**config.mk**
```make
export PLATFORM = sky130hd
export DESIGN_NAME = axis_drr_scheduler_flat
export DESIGN_NICKNAME = d
export VERILOG_FILES = /design/src/rtl/axis_drr_scheduler_pkg.sv /design/src/rtl/axis_drr_scheduler_if.sv /design/src/rtl/axis_mux_n.sv /design/src/rtl/axis_drr_scheduler.sv /design/src/flat_wrapper.sv
export SDC_FILE = /design/constraint.sdc
export NUM_CORES = 1
export LEC_CHECK = 0
export BUFFER_PORTS_ARGS = -buffer_cell sky130_fd_sc_hd__buf_2
export CAP_MARGIN = 20
export CELL_PAD_IN_SITES_DETAIL_PLACEMENT = 2
export CELL_PAD_IN_SITES_GLOBAL_PLACEMENT = 2
export CORE_AREA = 2 2 181 183
export DETAILED_ROUTE_END_ITERATION = 10
export DIE_AREA = 0 0 183 185
export GPL_ROUTABILITY_DRIVEN = 1
export HOLD_SLACK_MARGIN = 0.03
export MAX_ROUTING_LAYER = met4
export PLACE_DENSITY = 0.82
export SLEW_MARGIN = 15
export SYNTH_ARGS = -nofsm -noshare
export SYNTH_HDL_FRONTEND = slang
export SYNTH_HIERARCHICAL = 1
export SYNTH_SLANG_ARGS = --single-unit
export TNS_END_PERCENT = 100
```
**constraint.sdc**
```tcl
create_clock -name clk_i -period 6.6 [get_ports clk_i]
set_input_delay 1.32 -clock clk_i [delete_from_list [all_inputs] [get_ports clk_i]]
set_output_delay 1.32 -clock clk_i [all_outputs]
set_load 0.01 [all_outputs]
```
**src/rtl/axis_drr_scheduler_pkg.sv**
```systemverilog
// Shared definitions for the deficit-round-robin egress scheduler.
//   - scheduler state encoding
//   - default queue count and the matching queue index width
//   - saturating adder used for deficit replenishment
package axis_sched_pkg;

   localparam int DEFAULT_NUM_QUEUES = 4;
   localparam int QUEUE_IDX_WIDTH    = $clog2(DEFAULT_NUM_QUEUES);

   typedef enum logic {
      ST_SCAN = 1'b0,
      ST_SEND = 1'b1
   } sched_state_e;

   // a + b clamped to 2**width-1; operands are zero-extended into 32 bits
   function automatic logic [31:0] sat_add(input logic [31:0]  a,
                                           input logic [31:0]  b,
                                           input int unsigned  width);
      logic [32:0] sum;
      logic [32:0] max_val;
      sum     = {1'b0, a} + {1'b0, b};
      max_val = (33'd1 << width) - 33'd1;
      return (sum > max_val) ? max_val[31:0] : sum[31:0];
   endfunction

endpackage

```
**src/rtl/axis_drr_scheduler_if.sv**
```systemverilog
// AXI-Stream bundle carrying LANES parallel streams side by side.
// Lane l occupies tdata[l*DATA_WIDTH +: DATA_WIDTH] / tkeep[l*KEEP_WIDTH +: KEEP_WIDTH].
//   master : drives tvalid/tdata/tkeep/tlast, samples tready
//   slave  : samples tvalid/tdata/tkeep/tlast, drives tready
interface axis_drr_scheduler_if #(
   parameter int LANES      = 1,
   parameter int DATA_WIDTH = 64,
   parameter int KEEP_WIDTH = DATA_WIDTH / 8
) ();

   logic [LANES-1:0]            tvalid;
   logic [LANES-1:0]            tready;
   logic [LANES-1:0]            tlast;
   logic [LANES*DATA_WIDTH-1:0] tdata;
   logic [LANES*KEEP_WIDTH-1:0] tkeep;

   modport master (output tvalid, tdata, tkeep, tlast, input tready);
   modport slave  (input tvalid, tdata, tkeep, tlast, output tready);

endinterface

```
**src/rtl/axis_mux_n.sv**
```systemverilog
// Combinational N:1 AXI-Stream selector (valid/data/keep/last).
//   sel_i    : lane index to forward
//   *_i      : N lanes packed side by side
//   *_o      : selected lane; all zero if sel_i is out of range
module axis_mux_n #(
   parameter int N  = 4,
   parameter int DW = 64,
   parameter int KW = DW / 8,
   parameter int SW = $clog2(N)
) (
   input  logic [SW-1:0]   sel_i,
   input  logic [N-1:0]    valid_i,
   input  logic [N*DW-1:0] data_i,
   input  logic [N*KW-1:0] keep_i,
   input  logic [N-1:0]    last_i,
   output logic            valid_o,
   output logic [DW-1:0]   data_o,
   output logic [KW-1:0]   keep_o,
   output logic            last_o
);

   always_comb begin
      valid_o = 1'b0;
      data_o  = '0;
      keep_o  = '0;
      last_o  = 1'b0;
      for (int q = 0; q < N; q++) begin
         if (sel_i == SW'(q)) begin
            valid_o = valid_i[q];
            data_o  = data_i[q*DW +: DW];
            keep_o  = keep_i[q*KW +: KW];
            last_o  = last_i[q];
         end
      end
   end

endmodule

```
**src/rtl/axis_drr_scheduler.sv**
```systemverilog
// Deficit-round-robin egress scheduler. Chooses which per-queue FIFO may emit
// its head packet and forwards that whole packet onto one AXI-Stream master.
//   clk_i, rst_i        : clock, asynchronous active-high reset
//   s_axis (slave)      : NUM_QUEUES ingress lanes from the FIFO bank
//   s_packet_length_i   : head packet length in bytes per queue, valid with tvalid
//   quantum_i           : per-queue byte quantum, quasi-static
//   m_axis (master)     : single egress lane towards the MAC/shaper
//   cur_queue_o         : queue currently pointed to / served
//   busy_o              : a packet transfer is in progress
//
// state | meaning
// ------+-------------------------------------------------------------
// SCAN  | evaluate queue ptr: replenish, start a packet, or move on
// SEND  | pass queue ptr straight through until its tlast is accepted
module axis_drr_scheduler
   import axis_sched_pkg::*;
#(
   parameter int NUM_QUEUES        = DEFAULT_NUM_QUEUES,
   parameter int DATA_WIDTH        = 64,
   parameter int KEEP_WIDTH        = DATA_WIDTH / 8,
   parameter int PACKET_SIZE_WIDTH = 11,
   parameter int QUANTUM_WIDTH     = 12,
   parameter int DEFICIT_WIDTH     = 13
) (
   input  logic                                    clk_i,
   input  logic                                    rst_i,
   axis_drr_scheduler_if.slave                     s_axis,
   input  logic [NUM_QUEUES*PACKET_SIZE_WIDTH-1:0] s_packet_length_i,
   input  logic [NUM_QUEUES*QUANTUM_WIDTH-1:0]     quantum_i,
   axis_drr_scheduler_if.master                    m_axis,
   output logic [$clog2(NUM_QUEUES)-1:0]           cur_queue_o,
   output logic                                    busy_o
);

   localparam int QIW = $clog2(NUM_QUEUES);
   localparam logic [QIW-1:0] LAST_Q = QIW'(NUM_QUEUES - 1);

   sched_state_e             state_q, state_d;
   logic [QIW-1:0]           ptr_q, ptr_d;
   logic                     new_turn_q, new_turn_d;
   logic [DEFICIT_WIDTH-1:0] deficit_q [NUM_QUEUES];
   logic [DEFICIT_WIDTH-1:0] deficit_d [NUM_QUEUES];

   logic [DEFICIT_WIDTH-1:0] head_len;
   logic [DEFICIT_WIDTH-1:0] head_quantum;
   logic [DEFICIT_WIDTH-1:0] cur_deficit;
   logic [QIW-1:0]           next_ptr;

   logic                     mux_valid;
   logic [DATA_WIDTH-1:0]    mux_data;
   logic [KEEP_WIDTH-1:0]    mux_keep;
   logic                     mux_last;
   logic                     send_active;
   logic                     last_accepted;

   axis_mux_n #(
      .N  (NUM_QUEUES),
      .DW (DATA_WIDTH),
      .KW (KEEP_WIDTH),
      .SW (QIW)
   ) u_mux (
      .sel_i   (ptr_q),
      .valid_i (s_axis.tvalid),
      .data_i  (s_axis.tdata),
      .keep_i  (s_axis.tkeep),
      .last_i  (s_axis.tlast),
      .valid_o (mux_valid),
      .data_o  (mux_data),
      .keep_o  (mux_keep),
      .last_o  (mux_last)
   );

   // Length and quantum are zero-extended so the deficit compare is unsigned
   always_comb begin
      head_len     = '0;
      head_quantum = '0;
      cur_deficit  = '0;
      for (int q = 0; q < NUM_QUEUES; q++) begin
         if (ptr_q == QIW'(q)) begin
            head_len     = DEFICIT_WIDTH'(s_packet_length_i[q*PACKET_SIZE_WIDTH +: PACKET_SIZE_WIDTH]);
            head_quantum = DEFICIT_WIDTH'(quantum_i[q*QUANTUM_WIDTH +: QUANTUM_WIDTH]);
            cur_deficit  = deficit_q[q];
         end
      end
   end

   assign next_ptr      = (ptr_q == LAST_Q) ? '0 : ptr_q + QIW'(1);
   assign send_active   = (state_q == ST_SEND);
   assign last_accepted = send_active & mux_valid & m_axis.tready[0] & mux_last;

   always_comb begin
      state_d    = state_q;
      ptr_d      = ptr_q;
      new_turn_d = new_turn_q;
      deficit_d  = deficit_q;
      case (state_q)
         ST_SCAN: begin
            if (!mux_valid) begin
               // an idle queue forfeits any credit it built up
               deficit_d[ptr_q] = '0;
               ptr_d            = next_ptr;
               new_turn_d       = 1'b1;
            end else if (new_turn_q) begin
               deficit_d[ptr_q] = DEFICIT_WIDTH'(sat_add(32'(cur_deficit), 32'(head_quantum),
                                                         DEFICIT_WIDTH));
               new_turn_d       = 1'b0;
            end else if (head_len <= cur_deficit) begin
               deficit_d[ptr_q] = cur_deficit - head_len;
               state_d          = ST_SEND;
            end else begin
               ptr_d      = next_ptr;
               new_turn_d = 1'b1;
            end
         end
         ST_SEND: begin
            // new_turn stays clear so the queue keeps its turn for the next head
            if (last_accepted) begin
               state_d = ST_SCAN;
            end
         end
         default: state_d = ST_SCAN;
      endcase
   end

   always_ff @(posedge clk_i or posedge rst_i) begin
      if (rst_i) begin
         state_q    <= ST_SCAN;
         ptr_q      <= '0;
         new_turn_q <= 1'b1;
         for (int q = 0; q < NUM_QUEUES; q++) begin
            deficit_q[q] <= '0;
         end
      end else begin
         state_q    <= state_d;
         ptr_q      <= ptr_d;
         new_turn_q <= new_turn_d;
         deficit_q  <= deficit_d;
      end
   end

   // Zero-latency pass-through of the served queue; everything idle in SCAN
   always_comb begin
      m_axis.tvalid = '0;
      m_axis.tdata  = '0;
      m_axis.tkeep  = '0;
      m_axis.tlast  = '0;
      s_axis.tready = '0;
      if (send_active) begin
         m_axis.tvalid[0]     = mux_valid;
         m_axis.tdata         = mux_data;
         m_axis.tkeep         = mux_keep;
         m_axis.tlast[0]      = mux_last;
         s_axis.tready[ptr_q] = m_axis.tready[0];
      end
   end

   assign cur_queue_o = ptr_q;
   assign busy_o      = send_active;

endmodule

```
**src/flat_wrapper.sv**
```systemverilog
// flat-port wrapper written by rule: the top's interface ports become plain ports
module axis_drr_scheduler_flat import axis_sched_pkg::*;
#(
   parameter int NUM_QUEUES        = DEFAULT_NUM_QUEUES,
   parameter int DATA_WIDTH        = 64,
   parameter int KEEP_WIDTH        = DATA_WIDTH / 8,
   parameter int PACKET_SIZE_WIDTH = 11,
   parameter int QUANTUM_WIDTH     = 12,
   parameter int DEFICIT_WIDTH     = 13
)
  (clk_i, rst_i, s_packet_length_i, quantum_i, cur_queue_o, busy_o, s_axis_tvalid, s_axis_tdata, s_axis_tkeep, s_axis_tlast, s_axis_tready, m_axis_tvalid, m_axis_tdata, m_axis_tkeep, m_axis_tlast, m_axis_tready);
  axis_drr_scheduler_if #(.LANES((4)), .DATA_WIDTH(DATA_WIDTH), .KEEP_WIDTH(KEEP_WIDTH)) s_axis_i ();
  axis_drr_scheduler_if #(.LANES(1), .DATA_WIDTH(DATA_WIDTH), .KEEP_WIDTH(KEEP_WIDTH)) m_axis_i ();
  input  logic clk_i;
  input  logic rst_i;
  input  logic [NUM_QUEUES*PACKET_SIZE_WIDTH-1:0] s_packet_length_i;
  input  logic [NUM_QUEUES*QUANTUM_WIDTH-1:0] quantum_i;
  output logic [$clog2(NUM_QUEUES)-1:0] cur_queue_o;
  output logic busy_o;
  input wire logic [$bits(s_axis_i.tvalid)-1:0] s_axis_tvalid;
  input wire logic [$bits(s_axis_i.tdata)-1:0] s_axis_tdata;
  input wire logic [$bits(s_axis_i.tkeep)-1:0] s_axis_tkeep;
  input wire logic [$bits(s_axis_i.tlast)-1:0] s_axis_tlast;
  output wire logic [$bits(s_axis_i.tready)-1:0] s_axis_tready;
  output wire logic [$bits(m_axis_i.tvalid)-1:0] m_axis_tvalid;
  output wire logic [$bits(m_axis_i.tdata)-1:0] m_axis_tdata;
  output wire logic [$bits(m_axis_i.tkeep)-1:0] m_axis_tkeep;
  output wire logic [$bits(m_axis_i.tlast)-1:0] m_axis_tlast;
  input wire logic [$bits(m_axis_i.tready)-1:0] m_axis_tready;
  assign s_axis_i.tvalid = s_axis_tvalid;
  assign s_axis_i.tdata = s_axis_tdata;
  assign s_axis_i.tkeep = s_axis_tkeep;
  assign s_axis_i.tlast = s_axis_tlast;
  assign s_axis_tready = s_axis_i.tready;
  assign m_axis_tvalid = m_axis_i.tvalid;
  assign m_axis_tdata = m_axis_i.tdata;
  assign m_axis_tkeep = m_axis_i.tkeep;
  assign m_axis_tlast = m_axis_i.tlast;
  assign m_axis_i.tready = m_axis_tready;
  axis_drr_scheduler #(.NUM_QUEUES(NUM_QUEUES), .DATA_WIDTH(DATA_WIDTH), .KEEP_WIDTH(KEEP_WIDTH), .PACKET_SIZE_WIDTH(PACKET_SIZE_WIDTH), .QUANTUM_WIDTH(QUANTUM_WIDTH), .DEFICIT_WIDTH(DEFICIT_WIDTH)) u_core (.clk_i(clk_i), .rst_i(rst_i), .s_axis(s_axis_i), .s_packet_length_i(s_packet_length_i), .quantum_i(quantum_i), .m_axis(m_axis_i), .cur_queue_o(cur_queue_o), .busy_o(busy_o));
endmodule
```
==> reports/metrics.csv, run 1 <==
stage,metric,value,unit
routing,drt_first_iter_violations,462,
timing,skew,0.005061,ns
floorplanning,die_h,185,µm
timing,worst_slew_pin_slew,1.101,ns
worst_setup_path,rr_worst_depth,17,
clock_tree,clock_path_buffers,2,
hold_path,hold_path.class,reg2reg,
synthesis,synth_area_leader_cell,mux4_2,
floorplanning,die-area,33860,µm²
timing,rsz0062_at_grt,false,
layout,layout_common_cells,"471 x buf_2, 76 x and2_1, 74 x mux4_2",
worst_setup_path,end_kind,flop,
worst_setup_path,r2r_slack,0.92,ns
clock_tree,insertion_delay,0.30,ns
clock_tree,clk_pin_slew,0.07,ns
worst_setup_path,arrival,5.85,ns
worst_setup_path,cp-start-kind,flop,
synthesis,synthFlopType,dfrtp_1,
floorplanning,die_w,183,µm
grt,grt_pass1_wl,59740,µm
routing,viasPerCell,5.121,
placement,place_hpwl,37750,µm
worst_setup_path,crit_chain,"inv_1, ha_1, nor2b_2, a22oi_1, nor2_1, a21oi_1, o21ai_0, ha_1, inv_1, fa_1, nand2b_1, a2111oi_0, o21ai_0, a21bo_2, nand3_1, a21oi_2, o41ai_1",
worst_setup_path,regToRegStartpoint,u_core/cur_queue_o[0],
floorplanning,num_io_pins,472,
worst_setup_path,crit_slowest_cell,a2111oi_0,
layout,area_growth,39.82,%
synthesis,ys_ff_latch,56,
power_and_ir_drop,p_leak,4.790,nW
clock_tree,cts-hold-fix-buffers,0,
layout,num-nets-final,1576,
routing,vias,8096,
synthesis,synth_cells,731,
clock_tree,cts_root_buf,clkbuf_16,
layout,drive_gt1_share,53.76,%
grt,antenna_found_initial,27,
timing,slew_headroom,26.60,%
routing,wl_per_cell,27.83,µm
placement,dp_cells,1557,
timing,fmax,176.1,MHz
worst_setup_path,worstSetupStartpoint,u_core/cur_queue_o[0],
power_and_ir_drop,vdd_drop_max,0.1871,mV
clock_tree,htreeDepth,2,
power_and_ir_drop,powerDensity,542.4,nW/µm²
placement,finalWeightedCongestion,0.9392,
synthesis,avgSynthCellArea,9.556,µm²
grt,grt_pass1_vias,8685,
timing,setup_viol,0,
synthesis,synthArstFlopShare,100.0,%
layout,layout_commonest_cell,buf_2,
floorplanning,start_util,21.80,%
worst_setup_path,required,6.77,ns
worst_setup_path,critPathMaxFanout,28,
worst_setup_path,worst-setup-path-type,reg2reg,
worst_setup_path,slowest_delay,0.87,ns
clock_tree,cts_setup_buffers,0,
placement,io_buffers,471,
timing,slew_violations,0,
layout,fin_cells,1581,
synthesis,synthesis.area,6985,µm²
timing,final.setup.tns,0,ns
synthesis,synth_cell_type_count,60,
grt,grt_remaining_overflow,0,
status,status,completed,
grt,grt_max_degree,84,
timing,period_needed,5.679,ns
timing,hold_viol_final,0,
flow_run,cap_violations,0,
worst_setup_path,timing.rr.end,u_core/deficit_q[25],
routing,drtAntennaViolNets,0,
routing,post-route-drc-count,0,
routing,first_pass_iters,5,
clock_tree,cts_tree,done,
floorplanning,fp-row-count,66,
routing,drt-total-wl,44000,µm
synthesis,yosysSeqAreaShare,20.08,%
synthesis,synth_edf_count,0,
synthesis,yosysWarnings,6,
timing,whs,0.4984,ns
clock_tree,clock-sinks,56,
clock_tree,cts_buffers,5,
worst_setup_path,endpoint,u_core/deficit_q[25],
timing,period_share,86.04,%
floorplanning,coreArea,32040,µm²
synthesis,syn_nets,1151,
grt,grt_usage,25.58,%
synthesis,synth.top_cell.area_share,23.86,%
synthesis,ys_top_cells_by_area,"mux4_2 24%, dfrtp_1 20%, and2_1 6.8%",
clock_tree,cts_resized,0,
per-stage QoR:
stage | total power, W | instance area (µm²) | util (%) | worst slack [ns]
floorplan | 0.003632 | 6985 | - | 2.637
global placement | 0.004890 | 9579 | 29.90 | 1.308
detailed placement | 0.005018 | 9579 | 29.90 | 0.9975
CTS | 0.005337 | 9727 | 30.36 | 0.9722
global route | 0.005725 | 9762 | 30.47 | 0.6299
finish | 0.005297 | 9767 | 30.48 | 0.9212
final cells by class:
type | count | area (µm²)
timing repair buffer | 480 | 2425
tap | 408 | 510.5
clock buffer | 5 | 125.1
multi-input combinational | 597 | 5172
clock inverter | 3 | 22.52
sequential | 56 | 1411
inverter | 16 | 60.06
fill | 3768 | 22270
antenna | 16 | 40.04
critical path, delay by kind of cell (launching register included):
kind	cells	cell delay (ns)
AO/OA/AOI/OAI	8	2.35
flip-flops	1	0.68
adder cells (fa/ha/maj)	3	0.95
buffers and inverters	2	0.25
AND/OR/NAND/NOR	4	1.29
metal layers:
layer	vias up	global-route usage (%)	wire length, µm
li1	3616	-	-
met1	4050	28.29	16400
met2	375	41.27	21070
met3	55	12.03	5186
met4	0	7.360	1346
met5	-	-	0
cell usage after synthesis (all sizes together), types with 3 or more instances:
cell	number
o21ai	43
clkbuf	34
and2	76
o31ai	5
nand3	7
a21o	9
o41ai	5
nand2b	6
inv	16
ha	27
nor2	69
dfrtp	55
o21a	3
nor2b	10
mux4	74
nand2	57
buf	28
xnor2	14
mux2	38
a22oi	31
a21boi	3
a21oi	70
a211oi	4
o221a	8
a31oi	3
and3	4
where the power goes:
part	total [W]	internal, W	switching [W]
clock	0.000276	0.000143	0.000133
combinational	0.00441	0.00180	0.00261
sequential	0.000612	0.000476	0.000135
total	0.00530	0.00242	0.00288
worst min-delay path by stage:
stage                         start                    to  slack [ns]  depth (start not counted)
2_1_floorplan  u_core/deficit_q[12]  u_core/deficit_q[12]        0.44                          2
3_3_place_gp   u_core/deficit_q[10]  u_core/deficit_q[10]        0.46                          2
3_5_place_dp   u_core/deficit_q[38]  u_core/deficit_q[38]        0.47                          2
4_1_cts        u_core/deficit_q[38]  u_core/deficit_q[38]        0.50                          2
5_1_grt        u_core/deficit_q[48]  u_core/deficit_q[48]        0.52                          1
6_report       u_core/deficit_q[23]  u_core/deficit_q[23]        0.50                          2
registers in the layout (all words and copies together), names as in the netlist:
register and flops:
u_core/busy_o 1, u_core/new_turn_q 1, u_core/cur_queue_o 2, u_core/deficit_q 52
cells by family (layout without fill, tap and decap cells):
logic type,count (synthesis),in the layout,synth area share [%]
and+or+nand+nor,239,239,16.93
AOI/OAI and AO/OA,200,200,19.42
muxes,113,113,30.18
buffers and inverters,78,504,5.982
DFF,56,56,20.08
adders and majority gates,29,29,5.409
xor gates and xnor gates,16,16,2.006
other,0,16,0
Note: power is estimated with default switching activity, not from simulation.
==> run 2, diff against run 1 <==
==> constraint.sdc (replaced) <==
create_clock -name clk_i -period 6.6 [get_ports clk_i]
set_input_delay 0.66 -clock clk_i [delete_from_list [all_inputs] [get_ports clk_i]]
set_output_delay 0.66 -clock clk_i [all_outputs]
set_load 0.01 [all_outputs]
==> reports/metrics.csv, run 2 (synthesized netlist as in run 1, its figures left out) <==
stage,metric,value,unit
status,status,completed,
timing,setup_viol,0,
worst_setup_path,path_common_cell,a21oi_1,
floorplanning,die-area,33860,µm²
floorplanning,fp-row-count,66,
clock_tree,cts-hold-fix-buffers,0,
timing,slew_headroom,40.24,%
timing,whs,0.4859,ns
floorplanning,die_h,185,µm
clock_tree,htreeDepth,2,
worst_setup_path,arrival,5.49,ns
routing,drt_first_iter_violations,426,
grt,grt_pass1_wl,60730,µm
routing,drtAntennaViolNets,0,
worst_setup_path,crit_slowest_cell,dfrtp_4,
clock_tree,clock-sinks,56,
layout,drive_gt1_share,53.67,%
layout,fin_cells,1589,
placement,io_buffers,471,
layout,area_growth,40.01,%
clock_tree,insertion_delay,0.30,ns
layout,layout_commonest_cell,buf_2,
clock_tree,clock_path_buffers,2,
placement,finalWeightedCongestion,0.8901,
routing,wl_per_cell,28.04,µm
worst_setup_path,required,6.78,ns
grt,antenna_found_initial,26,
worst_setup_path,worstSetupStartpoint,u_core/cur_queue_o[0],
timing,period_share,80.47,%
power_and_ir_drop,powerDensity,538.7,nW/µm²
power_and_ir_drop,p_leak,4.787,nW
routing,vias,8078,
worst_setup_path,critPathMaxFanout,34,
timing,rsz0062_at_grt,false,
clock_tree,cts_tree,done,
hold_path,min_from,u_core/deficit_q[23],
grt,grt_max_degree,79,
floorplanning,coreArea,32040,µm²
floorplanning,start_util,21.80,%
hold_path,holdPathEnd,u_core/deficit_q[23],
worst_setup_path,crit_chain,"inv_1, ha_1, nor2b_2, buf_4, a22oi_1, nor2_1, a21oi_1, nor2_1, a21oi_1, ha_1, a21oi_1, o31a_1, o2111ai_2, or3_1, o21ai_4, mux2_2",
grt,grt_pass1_vias,8963,
grt,grt-busiest-layer,met2,
worst_setup_path,end_kind,flop,
grt,grt_remaining_overflow,0,
hold_path,min_path_cells,2,
worst_setup_path,cp-start-kind,flop,
timing,skew,0.002202,ns
worst_setup_path,r2r_slack,1.29,ns
clock_tree,clk_pin_slew,0.07,ns
timing,slew_violations,0,
routing,viasPerCell,5.084,
timing,final.setup.tns,0,ns
grt,grt_use_met1,28.80,%
power_and_ir_drop,vdd_drop_max,0.1560,mV
clock_tree,cts_resized,0,
timing,worst_slew_pin_slew,0.8963,ns
timing,period_needed,5.311,ns
clock_tree,cts_root_buf,clkbuf_16,
timing,fmax,188.3,MHz
layout,layout_common_cells,"471 x buf_2, 76 x and2_1, 74 x mux4_2",
layout,largest_register,u_core/deficit_q,
layout,largest_reg_flops,52,
worst_setup_path,regToRegStartpoint,u_core/cur_queue_o[0],
flow_run,cap_violations,0,
routing,drt-total-wl,44560,µm
grt,grt_usage,25.86,%
routing,first_pass_iters,5,
worst_setup_path,timing.rr.end,u_core/deficit_q[30],
layout,num-nets-final,1577,
grt,met2_usage,42.73,%
clock_tree,cts_buffers,5,
worst_setup_path,crit_family,compound AO/OA/AOI/OAI gates,
worst_setup_path,cp_num_buf_inv,2,
worst_setup_path,rr_worst_depth,16,
placement,place_hpwl,38000,µm
floorplanning,die_w,183,µm
worst_setup_path,slowest_delay,0.86,ns
worst_setup_path,worst-setup-path-type,reg2reg,
floorplanning,num_io_pins,472,
placement,dp_cells,1558,
clock_tree,cts_setup_buffers,0,
grt,use_met3,11.34,%
routing,post-route-drc-count,0,
hold_path,hold_path.class,reg2reg,
timing,hold_viol_final,0,
[run 2: changes by cell type in the layout (fill, tap and decap cells not counted)]
cell and delta:
diode_2 +8, buf_4 +1, clkbuf_1 +1, clkinv_4 -1
inv_6 -1
[run 2: cell type report]
type,count,area [µm²]
Timing Repair Buffer,481,2432
Fill cell,3774,22260
Multi-Input combinational cell,597,5172
Sequential cell,56,1411
Inverter,16,60.06
Clock inverter,1,5.005
Antenna cell,24,60.06
Tap cell,408,510.5
Clock buffer,6,128.9
[run 2: worst min-delay path, cell delays in order (launching register included)]
cell,delay (ns)
dfrtp_1,0.35
nand2_1,0.05
o31ai_1,0.05
[run 2: worst max path at each step]
stage / endpoint / cells after the start
2_1_floorplan: u_core/deficit_q[26] / 18
3_3_place_gp: u_core/deficit_q[37] / 16
3_5_place_dp: u_core/deficit_q[35] / 16
4_1_cts: u_core/deficit_q[30] / 15
5_1_grt: u_core/deficit_q[30] / 16
6_report: u_core/deficit_q[30] / 16
[run 2: layer usage]
| layer | vias to the layer above | share of wire, % | routed length (µm) |
|---|---|---|---|
| met2 | 382 | 48 | 21570 |
| met5 | - | 0 | 0 |
| met4 | 0 | 2.4 | 1073 |
| met1 | 4041 | 37 | 16710 |
| li1 | 3610 | - | - |
| met3 | 45 | 12 | 5208 |
[run 2: stage by stage]
step / setup WS, ns / util [%] / area [µm²] / power (W)
6_report: 1.289 / 30.53 / 9781 / 0.005268
4_1_cts: 1.283 / 30.34 / 9721 / 0.005286
2_1_floorplan: 2.637 / - / 6985 / 0.003632
5_1_grt: 0.8974 / 30.48 / 9766 / 0.005692
3_3_place_gp: 1.464 / 29.92 / 9587 / 0.004844
3_5_place_dp: 1.361 / 29.92 / 9587 / 0.004983
[run 2: power by group]
| part | switching (W) | internal, W |
|---|---|---|
| registers | 0.000186 | 0.000476 |
| logic | 0.00254 | 0.00180 |
| clock network | 0.000125 | 0.000139 |
==> run 3, diff against run 2 <==
--- a/config.mk
+++ b/config.mk
@@ -5,17 +5,18 @@
 export SDC_FILE = /design/constraint.sdc
 export NUM_CORES = 1
 export LEC_CHECK = 0
+export ABC_AREA = 1
 export BUFFER_PORTS_ARGS = -buffer_cell sky130_fd_sc_hd__buf_2
 export CAP_MARGIN = 20
 export CELL_PAD_IN_SITES_DETAIL_PLACEMENT = 2
 export CELL_PAD_IN_SITES_GLOBAL_PLACEMENT = 2
-export CORE_AREA = 2 2 181 183
+export CORE_ASPECT_RATIO = 1.25
+export CORE_UTILIZATION = 20
 export DETAILED_ROUTE_END_ITERATION = 10
-export DIE_AREA = 0 0 183 185
 export GPL_ROUTABILITY_DRIVEN = 1
 export HOLD_SLACK_MARGIN = 0.03
 export MAX_ROUTING_LAYER = met4
-export PLACE_DENSITY = 0.82
+export PLACE_DENSITY = 0.84
 export SLEW_MARGIN = 15
 export SYNTH_ARGS = -nofsm -noshare
 export SYNTH_HDL_FRONTEND = slang
==> constraint.sdc (replaced) <==
create_clock -name clk_i -period 5.5 [get_ports clk_i]
set_input_delay 0.55 -clock clk_i [delete_from_list [all_inputs] [get_ports clk_i]]
set_output_delay 0.55 -clock clk_i [all_outputs]
set_load 0.01 [all_outputs]
==> reports/metrics.csv, run 3 <==
stage,metric,value,unit
floorplanning,fp-row-count,79,
worst_setup_path,cp-start-kind,flop,
timing,period_needed,4.878,ns
hold_path,hold_path.class,in2async,
worst_setup_path,slowest_delay,0.55,ns
synthesis,synth_top_family_by_area,simple AND/OR/NAND/NOR gates,
clock_tree,clock-sinks,56,
placement,io_buffers,471,
floorplanning,coreArea,37560,µm²
timing,timing.final.ws_setup,0.6219,ns
clock_tree,cts_root_buf,clkbuf_16,
synthesis,yosysWarnings,6,
clock_tree,cts_resized,0,
timing,worst_slew_pin_slew,0.9503,ns
routing,wl_per_cell,22.35,µm
clock_tree,cts_buffers,5,
synthesis,synth_cells,1333,
timing,rsz0062_at_grt,false,
timing,slew_headroom,36.65,%
placement,finalWeightedCongestion,0.9803,
synthesis,synth_area_leader_cell,nand3_1,
synthesis,yosysSeqAreaShare,18.28,%
floorplanning,die_h,221.0,µm
timing,skew,0.006770,ns
floorplanning,num_io_pins,472,
grt,antenna_found_initial,19,
synthesis,ys_top_cells_by_area,"nand3_1 19%, nand2_1 18%, dfrtp_1 18%",
synthesis,synthArstFlopShare,100.0,%
timing,whs,0.4623,ns
synthesis,synth_cell_type_count,31,
floorplanning,die_w,177.2,µm
layout,layout_common_cells,"471 x buf_2, 371 x nand2_1, 285 x nand3_1",
clock_tree,cts_tree,done,
layout,drive_gt1_share,29.71,%
grt,grt_pass1_vias,12060,
synthesis,synthAdderAreaFrac,4.923,%
worst_setup_path,path_common_cell,nand2_1,
grt,grt_remaining_overflow,0,
floorplanning,start_util,20.43,%
routing,first_pass_iters,5,
layout,area_growth,35.47,%
routing,drtAntennaViolNets,0,
clock_tree,cts-hold-fix-buffers,0,
timing,period_share,88.69,%
synthesis,synth.top_cell.area_share,18.58,%
layout,fin_util,27.68,%
layout,layout_commonest_cell,buf_2,
power_and_ir_drop,power,0.007987,W
clock_tree,clock_path_buffers,2,
grt,grt_usage,25.12,%
clock_tree,clk_pin_slew,0.08,ns
synthesis,avgSynthCellArea,5.758,µm²
worst_setup_path,crit_chain,"inv_1, ha_1, inv_2, nor2_4, a22oi_1, nand2_1, o21ai_0, a21oi_1, ha_1, nand2_1, nand2_1, a21oi_1, nand3_1, nand2_1, nand2_1, nor2_1, nand2_1, nand2_1, inv_2, nand2_1, nand2_1, o21ai_1",
synthesis,yosys.cell_count.top_type,nand2_1,
synthesis,synthMuxAreaShare,0,%
worst_setup_path,arrival,5.09,ns
timing,final.setup.tns,0,ns
layout,largest_reg_flops,52,
synthesis,synthSimpleGateAreaFrac,47.33,%
power_and_ir_drop,p_leak,5.802,nW
floorplanning,die-area,39170,µm²
grt,grt_max_degree,91,
synthesis,yosys-top-cells-count,"371 x nand2_1, 285 x nand3_1, 122 x inv_1, 82 x nand4_1, 69 x o21ai_0",
timing,slew_violations,0,
layout,num-nets-final,2149,
status,status,completed,
synthesis,synth_edf_count,0,
routing,vias,11330,
routing,drt-total-wl,49850,µm
clock_tree,cts_setup_buffers,0,
routing,drt_first_iter_violations,449,
flow_run,cap_violations,0,
placement,place_hpwl,40670,µm
synthesis,synthFlopType,dfrtp_1,
synthesis,ys_ff_latch,56,
synthesis,synth_xor_area_share,1.141,%
timing,setup_viol,0,
worst_setup_path,critPathMaxFanout,22,
worst_setup_path,worst-setup-path-type,reg2reg,
worst_setup_path,end_kind,flop,
power_and_ir_drop,vdd_drop_max,0.3017,mV
synthesis,synth_compound_area_share,14.35,%
synthesis,syn_nets,1753,
grt,grt_pass1_wl,72840,µm
timing,hold_viol_final,0,
layout,num-fill-cells,4806,
worst_setup_path,required,5.71,ns
placement,dp_slack,0.7954,ns
clock_tree,insertion_delay,0.30,ns
timing,fmax,205.0,MHz
synthesis,synthesis.area,7675,µm²
worst_setup_path,crit_slowest_cell,nor2_4,
routing,viasPerCell,5.082,
layout,largest_register,u_core/deficit_q,
clock_tree,htreeDepth,2,
power_and_ir_drop,powerDensity,768.2,nW/µm²
routing,post-route-drc-count,0,
## run 3: cell count changes in the layout (fill, tap and decap cells not counted), sizes merged, moves of 17 or more
cell   delta
inv     +114
nand4    +80
o21ai    +53
nand3   +278
and2     -76
mux4     -74
a21oi    -17
mux2     -38
nand2   +314
## run 3: area by class of cell
cell class	instances	area [µm²]	area share, %
repair buffers	491	2507	24.12
flip-flops and latches	56	1414	13.60
multi-input cells	1046	5201	50.02
well taps	486	608.1	5.848
inverters	129	484.2	4.657
clock inverters	3	22.52	0.2166
clock buffers	5	125.1	1.203
diodes	14	35.03	0.3369
## run 3: worst paths after layout
path | from | endpoint | slack, ns | depth (start not counted)
max reg2reg | u_core/cur_queue_o[1] | u_core/deficit_q[34] | 0.62 | 22
max | u_core/cur_queue_o[1] | u_core/deficit_q[34] | 0.62 | 22
min | rst_i | u_core/deficit_q[15] | 0.46 | 3
min in group clk_i | m_axis_tready | u_core/busy_o | 0.49 | 2
max in group asynchronous | rst_i | u_core/cur_queue_o[1] | 4.44 | 3
min reg2reg | u_core/deficit_q[36] | u_core/deficit_q[36] | 0.50 | 2
## run 3: worst max-delay path: cells and delay by family, from the launching register on
kind	cells	cell delay (ns)
buffers and inverters	3	0.31
adder cells (fa/ha/maj)	2	0.74
flip-flops	1	0.49
AND/OR/NAND/NOR	12	2.23
AO/OA/AOI/OAI	5	1.02
## run 3: through the flow
| stage | instances | area, µm² |
|---|---|---|
| after detailed placement | 2208 | 10210 |
| after CTS | 2216 | 10360 |
| after floorplan | 1333 | 7675 |
| after global routing | 2230 | 10400 |
| final | 2230 | 10400 |
| after global placement | 2208 | 10210 |
## run 3: cell families (layout without fill, tap and decap cells)
| group | Yosys count | in the layout |
|---|---|---|
| xor+xnor | 10 | 10 |
| simple gates | 811 | 811 |
| other cells | 0 | 14 |
| buf+inv | 231 | 628 |
| flops | 56 | 56 |
| compound gates | 196 | 196 |
| fa+ha+maj | 29 | 29 |
## run 3: per-layer routing
metal  up-vias  GRT usage (%)  share of wire [%]
met1      5557          27.60                 39
met2       408          44.08                 50
li1       5306              -                  -
met3        62          4.948                6.9
met4         0          9.372                3.4
met5         -              -                  0
## run 3: power breakdown
group | leakage [nW] | switching (W) | internal [W]
sequential | 0.728 | 0.000135 | 0.000573
combinational | 5.00 | 0.00486 | 0.00209
clock | 0.0743 | 0.000161 | 0.000171
